===== config.mk =====
export PLATFORM = sky130hd
export DESIGN_NAME = alu_op_issuer
export DESIGN_NICKNAME = d
export VERILOG_FILES = /design/src/rtl/alu_pkg.sv /design/src/rtl/alu_flag_select.sv /design/src/rtl/alu_op_issuer.sv
export SDC_FILE = /design/constraint.sdc
export NUM_CORES = 1
export LEC_CHECK = 0
export ABC_AREA = 1
export BUFFER_PORTS_ARGS = -buffer_cell sky130_fd_sc_hd__buf_2
export CORE_MARGIN = 8
export CORE_UTILIZATION = 40
export CTS_BUF_LIST = sky130_fd_sc_hd__clkbuf_8
export CTS_CLUSTER_DIAMETER = 60
export DETAILED_ROUTE_END_ITERATION = 12
export GPL_TIMING_DRIVEN = 0
export PLACE_DENSITY_LB_ADDON = 0.15
export SYNTH_ARGS = -nofsm -noshare
export SYNTH_HDL_FRONTEND = slang
export SYNTH_SLANG_ARGS = --single-unit

===== constraint.sdc =====
create_clock -name clk -period 4.6 [get_ports clk]
set_input_delay 0.46 -clock clk [delete_from_list [all_inputs] [get_ports clk]]
set_output_delay 0.46 -clock clk [all_outputs]
set_load 0.05 [all_outputs]

===== src/rtl/alu_pkg.sv =====
// Shared opcode, unit, flag and state definitions for the ALU op issuer.
package alu_pkg;

    localparam logic [2:0] OP_ADD = 3'd0;
    localparam logic [2:0] OP_SUB = 3'd1;
    localparam logic [2:0] OP_AND = 3'd2;
    localparam logic [2:0] OP_OR  = 3'd3;
    localparam logic [2:0] OP_XOR = 3'd4;
    localparam logic [2:0] OP_SHL = 3'd5;
    localparam logic [2:0] OP_SHR = 3'd6;
    localparam logic [2:0] OP_ASR = 3'd7;

    localparam logic [1:0] U_ADDSUB = 2'd0;
    localparam logic [1:0] U_BIT    = 2'd1;
    localparam logic [1:0] U_SHIFT  = 2'd2;

    localparam int FLG_C = 0;
    localparam int FLG_V = 1;
    localparam int FLG_N = 2;
    localparam int FLG_Z = 3;

    typedef enum logic [1:0] {
        S_IDLE  = 2'd0,
        S_ISSUE = 2'd1,
        S_WAIT  = 2'd2,
        S_DONE  = 2'd3
    } state_e;

    function automatic logic [1:0] op_unit(input logic [2:0] op);
        logic [1:0] u;
        case (op)
            OP_ADD, OP_SUB:         u = U_ADDSUB;
            OP_AND, OP_OR, OP_XOR:  u = U_BIT;
            default:                u = U_SHIFT;
        endcase
        return u;
    endfunction

endpackage


===== src/rtl/alu_flag_select.sv =====
// Picks the flag set of the ALU unit that executed the opcode.
module alu_flag_select
    import alu_pkg::*;
#(
    parameter int OP_W = 3
) (
    input  logic [OP_W-1:0] op,
    input  logic [2:0]      cout,
    input  logic [2:0]      overflow,
    input  logic [2:0]      negative,
    input  logic [2:0]      zero,
    output logic [3:0]      flags
);

    logic [1:0] unit;

    always_comb begin
        unit  = op_unit(op[2:0]);
        flags = '0;
        unique case (unit)
            U_ADDSUB: begin
                flags[FLG_C] = cout[U_ADDSUB];
                flags[FLG_V] = overflow[U_ADDSUB];
                flags[FLG_N] = negative[U_ADDSUB];
                flags[FLG_Z] = zero[U_ADDSUB];
            end
            U_BIT: begin
                flags[FLG_C] = cout[U_BIT];
                flags[FLG_V] = overflow[U_BIT];
                flags[FLG_N] = negative[U_BIT];
                flags[FLG_Z] = zero[U_BIT];
            end
            default: begin
                flags[FLG_C] = cout[U_SHIFT];
                flags[FLG_V] = overflow[U_SHIFT];
                flags[FLG_N] = negative[U_SHIFT];
                flags[FLG_Z] = zero[U_SHIFT];
            end
        endcase
    end

endmodule


===== src/rtl/alu_op_issuer.sv =====
// Command/response front end for the ALU: issues one op, waits out the
// datapath latency, captures result and flags, returns them over valid/ready.
module alu_op_issuer
    import alu_pkg::*;
#(
    parameter int DATA_W   = 16,
    parameter int OP_W     = 3,
    parameter int WAIT_CYC = 2,
    parameter int CNT_W    = 16
) (
    input  logic              clk,
    input  logic              rst,
    input  logic              cmd_valid,
    output logic              cmd_ready,
    input  logic [OP_W-1:0]   cmd_op,
    input  logic [DATA_W-1:0] cmd_a,
    input  logic [DATA_W-1:0] cmd_b,
    output logic [OP_W-1:0]   alu_op,
    output logic [DATA_W-1:0] alu_a,
    output logic [DATA_W-1:0] alu_b,
    input  logic [DATA_W-1:0] alu_c,
    input  logic [2:0]        alu_cout,
    input  logic [2:0]        alu_overflow,
    input  logic [2:0]        alu_negative,
    input  logic [2:0]        alu_zero,
    output logic              rsp_valid,
    input  logic              rsp_ready,
    output logic [OP_W-1:0]   rsp_op,
    output logic [DATA_W-1:0] rsp_c,
    output logic [3:0]        rsp_flags,
    output logic              busy,
    output logic [CNT_W-1:0]  op_count
);

    localparam int WC_W = (WAIT_CYC > 1) ? $clog2(WAIT_CYC) : 1;
    localparam logic [WC_W-1:0] WC_LOAD = WC_W'(WAIT_CYC - 1);

    state_e            state_q, state_d;
    logic [WC_W-1:0]   cnt_q, cnt_d;
    logic [OP_W-1:0]   alu_op_q, alu_op_d;
    logic [DATA_W-1:0] alu_a_q, alu_a_d;
    logic [DATA_W-1:0] alu_b_q, alu_b_d;
    logic [OP_W-1:0]   rsp_op_q, rsp_op_d;
    logic [DATA_W-1:0] rsp_c_q, rsp_c_d;
    logic [3:0]        rsp_flags_q, rsp_flags_d;
    logic              rsp_valid_q, rsp_valid_d;
    logic [CNT_W-1:0]  op_count_q, op_count_d;
    logic [3:0]        sel_flags;
    logic              cmd_accept;

    alu_flag_select #(.OP_W(OP_W)) u_flag_sel (
        .op       (alu_op_q),
        .cout     (alu_cout),
        .overflow (alu_overflow),
        .negative (alu_negative),
        .zero     (alu_zero),
        .flags    (sel_flags)
    );

    // Ready also opens in DONE when the response is taken, so a new op
    // can start without a bubble.
    assign cmd_ready  = ~rst & ((state_q == S_IDLE) |
                                ((state_q == S_DONE) & rsp_ready));
    assign cmd_accept = cmd_valid & cmd_ready;

    always_comb begin
        state_d     = state_q;
        cnt_d       = cnt_q;
        alu_op_d    = alu_op_q;
        alu_a_d     = alu_a_q;
        alu_b_d     = alu_b_q;
        rsp_op_d    = rsp_op_q;
        rsp_c_d     = rsp_c_q;
        rsp_flags_d = rsp_flags_q;
        rsp_valid_d = rsp_valid_q;
        op_count_d  = op_count_q;

        if (cmd_accept) begin
            alu_op_d = cmd_op;
            alu_a_d  = cmd_a;
            alu_b_d  = cmd_b;
        end

        unique case (state_q)
            S_IDLE: begin
                if (cmd_accept) state_d = S_ISSUE;
            end
            S_ISSUE: begin
                cnt_d   = WC_LOAD;
                state_d = S_WAIT;
            end
            S_WAIT: begin
                if (cnt_q == '0) begin
                    rsp_op_d    = alu_op_q;
                    rsp_c_d     = alu_c;
                    rsp_flags_d = sel_flags;
                    rsp_valid_d = 1'b1;
                    state_d     = S_DONE;
                end else begin
                    cnt_d = cnt_q - WC_W'(1);
                end
            end
            S_DONE: begin
                if (rsp_ready) begin
                    rsp_valid_d = 1'b0;
                    op_count_d  = op_count_q + CNT_W'(1);
                    state_d     = cmd_accept ? S_ISSUE : S_IDLE;
                end
            end
            default: state_d = S_IDLE;
        endcase
    end

    always_ff @(posedge clk or posedge rst) begin
        if (rst) begin
            state_q     <= S_IDLE;
            cnt_q       <= '0;
            alu_op_q    <= '0;
            alu_a_q     <= '0;
            alu_b_q     <= '0;
            rsp_op_q    <= '0;
            rsp_c_q     <= '0;
            rsp_flags_q <= '0;
            rsp_valid_q <= 1'b0;
            op_count_q  <= '0;
        end else begin
            state_q     <= state_d;
            cnt_q       <= cnt_d;
            alu_op_q    <= alu_op_d;
            alu_a_q     <= alu_a_d;
            alu_b_q     <= alu_b_d;
            rsp_op_q    <= rsp_op_d;
            rsp_c_q     <= rsp_c_d;
            rsp_flags_q <= rsp_flags_d;
            rsp_valid_q <= rsp_valid_d;
            op_count_q  <= op_count_d;
        end
    end

    assign alu_op    = alu_op_q;
    assign alu_a     = alu_a_q;
    assign alu_b     = alu_b_q;
    assign rsp_op    = rsp_op_q;
    assign rsp_c     = rsp_c_q;
    assign rsp_flags = rsp_flags_q;
    assign rsp_valid = rsp_valid_q;
    assign busy      = (state_q != S_IDLE);
    assign op_count  = op_count_q;

endmodule

==> flow_summary.yaml <==
timing:
  hold_violations: 0
  timing.fmax_ghz: 0.424
  fin_crit_ns: 2.36
  worst_slew_margin_rel_pct: 70.4
  grt_setup_unrepaired: "no"
  fin_skew_ns: 0.0133
  tns_ns: 0
  report.final.slew_viol_count: 0
  max_slew.worst_pin.slew_ns: 0.444
  finalSetupViolCount: 0
  period_share_pct: 51.3
hold_path:
  hold_class: "primary input to asynchronous set/reset pin"
clock_tree:
  clk_latency_ns: 0.34
  cts.repair.resized: 0
  cts_root_buffer: "clkbuf_8"
  cts_buffer_depth: 2
  cts_sinks: 78
  hold_buffers: 0
  cts_tree: "built"
  post_cts_buffers: 0
  cts_made_buffers: 9
  path_clk_slew_ns: 0.08
  htree_levels: 3
critical_path:
  arrival_ns: 1.90
  reg2reg_slack_ns: 2.89
  rr_endpoint: "alu_b[4]"
  endpoint_kind: "primary output"
  required_ns: 4.14
  r2r-start: "state_q[0]"
  reg2reg_depth: 7
  critical_path_class: "register to primary output"
  cp_max_fo: 10
  start_kind: "register"
final_layout:
  final_cells: 650
  diodes: 0
  drive_gt1_share_pct: 31.2
  final_area_sq_um: 4430
  nNetsFinal: 613
  area_delta_synth_final_pct: 32.2
logic_synthesis:
  synth.most_common_cell: "nand2_1"
  synthAdderAreaFrac_pct: 1.87
  synth-seq-cells: 78
  synth-compound-area-share_pct: 3.62
  yosys_most_used_dff: "dfrtp_1"
  yosysSeqAreaShare_pct: 58.3
  netlist_top_cells_count: "nand2_1 (156), dfrtp_1 (78), nand3_1 (46), inv_1 (25), nor2_1 (21)"
  synthSimpleGateAreaFrac_pct: 28.2
  synth_edf_count: 0
  synth_top_area_share_pct: 58.3
  synthMuxAreaShare_pct: 0
  async_flop_share_pct: 100
  synth_xor_area_share_pct: 2.88
  syn_area_sq_um: 3350
  synthDistinctLibCells: 22
  synth_area_leaders: "dfrtp_1 (58%), nand2_1 (17%), nand3_1 (6.9%)"
  post_synth.cell_area_avg_sq_um: 8.66
  yosys_warnings: 0
  synth_top_cell_by_area: "dfrtp_1"
  syn_nets: 459
  synth_top_family_by_area: "simple AND/OR/NAND/NOR gates"
  syn_inst: 387
routing:
  wl_microns: 8530
  dr.first_iter.drc_count: 113
  viasPerCell: 4.54
  firstDrtPassIters: 6
  remaining_drc_errors: 0
  drt.antenna.violating_nets: 0
  wire_per_inst_microns: 13.1
  via_count: 2948
power:
  p_per_area_nw_per_um2: 781
  p_leak_nw: 2.53
  peakVddDrop_uv: 380
  total_power_mw: 3.46
floorplanning:
  fp.dieH_microns: 108
  dieArea_sq_um: 11600
  io_pins: 144
  start_util_pct: 41.0
  core_area_sq_um: 8180
  die_x_microns: 108
  num_rows: 33
grt:
  grt_max_degree: 64
  track_usage_pct: 14.9
  grt-ovfl-total: 0
  grt_pass1_vias: 3003
  antenna_found_initial: 0
  grt_pass1_wl_microns: 14200
place:
  hpwl_microns: 6610
  port-buffer-count: 142
  placedCellCount: 635
  dpl-instance-area_sq_um: 4220
  place.gp.congestion: 0.791
job:
  max_cap_violations: 0
status:
  status: "complete, no violations"
==> critical path, stage by stage, from the launching register on <==
cell and delay [ns]:
dfrtp_1 0.39, ha_1 0.23, nand2_2 0.17, a21oi_4 0.24
buf_2 0.24, buf_2 0.29
==> sequential cells by signal, indices dropped and copies added (netlist names), 2 cells and up <==
signal     cells
alu_op         3
state_q        2
op_count      16
rsp_flags      4
alu_b         16
rsp_c         16
alu_a         16
rsp_op         3
==> where the power goes <==
part	switching, mW	leakage [nW]	internal (mW)	total [mW]
registers	0.159	0.965	0.961	1.12
logic	1.42	1.46	0.399	1.82
clock network	0.233	0.104	0.292	0.525
==> cell usage in the layout (no fill, tap or decap), types with 5 or more instances in the layout <==
cell      netlist  layout
o21ai_0        10      10
inv_1          25      24
buf_2           5     147
nand3_1        46      46
ha_1            5       5
clkbuf_1        8       8
xor2_1          5       5
clkbuf_8        0      12
dfrtp_1        78      78
nand4_1         5       5
xnor2_1         6       6
a21oi_1         6       6
nand2_1       156     156
nor2_1         21      21
==> per-stage QoR <==
step / setup slack, ns / hold WS, ns / util, %
global placement: 0.885 / 0.448 / 51.3
detailed placement: 2.56 / 0.444 / 51.7
CTS: 2.19 / 0.0685 / 54.2
floorplan: 1.85 / 0.490 / -
finish: 2.24 / 0.0725 / 54.2
global route: 2.04 / 0.0914 / 54.2
==> area by class of cell <==
cell class	count	area, sq um
fill	788	3740
sequential	78	1950
multi-input combinational	268	1220
timing repair buffer	143	738
clock buffer	12	165
tap	105	131
inverter	26	100
buffer	15	77.6
clock inverter	3	42.5
==> per-layer routing <==
metal  vias up  part of all wire, %  track usage, %
met1      1314                   45            18.7
li1       1530                    -               -
met4         0                 0.96            4.96
met5         -                    0               0
met3         7                  9.8            5.51
met2        97                   44            23.2
==> cell families after synthesis <==
| kind of cell | Yosys count |
|---|---|
| simple gates | 231 |
| compound gates | 21 |
| fa+ha+maj | 5 |
| xor+xnor | 11 |
| buf+inv | 41 |
| flops | 78 |
==> worst max path at each step <==
stage	cells after the start	start	slack, ns	to
5_1_grt	5	state_q[0]	2.04	cmd_ready
4_1_cts	5	state_q[0]	2.19	cmd_ready
3_5_place_dp	5	state_q[0]	2.56	cmd_ready
6_report	5	state_q[0]	2.24	cmd_ready
2_1_floorplan	6	rst	1.85	state_q[0]
3_3_place_gp	7	rst	0.89	state_q[0]
(Power assumes the default switching activity.)
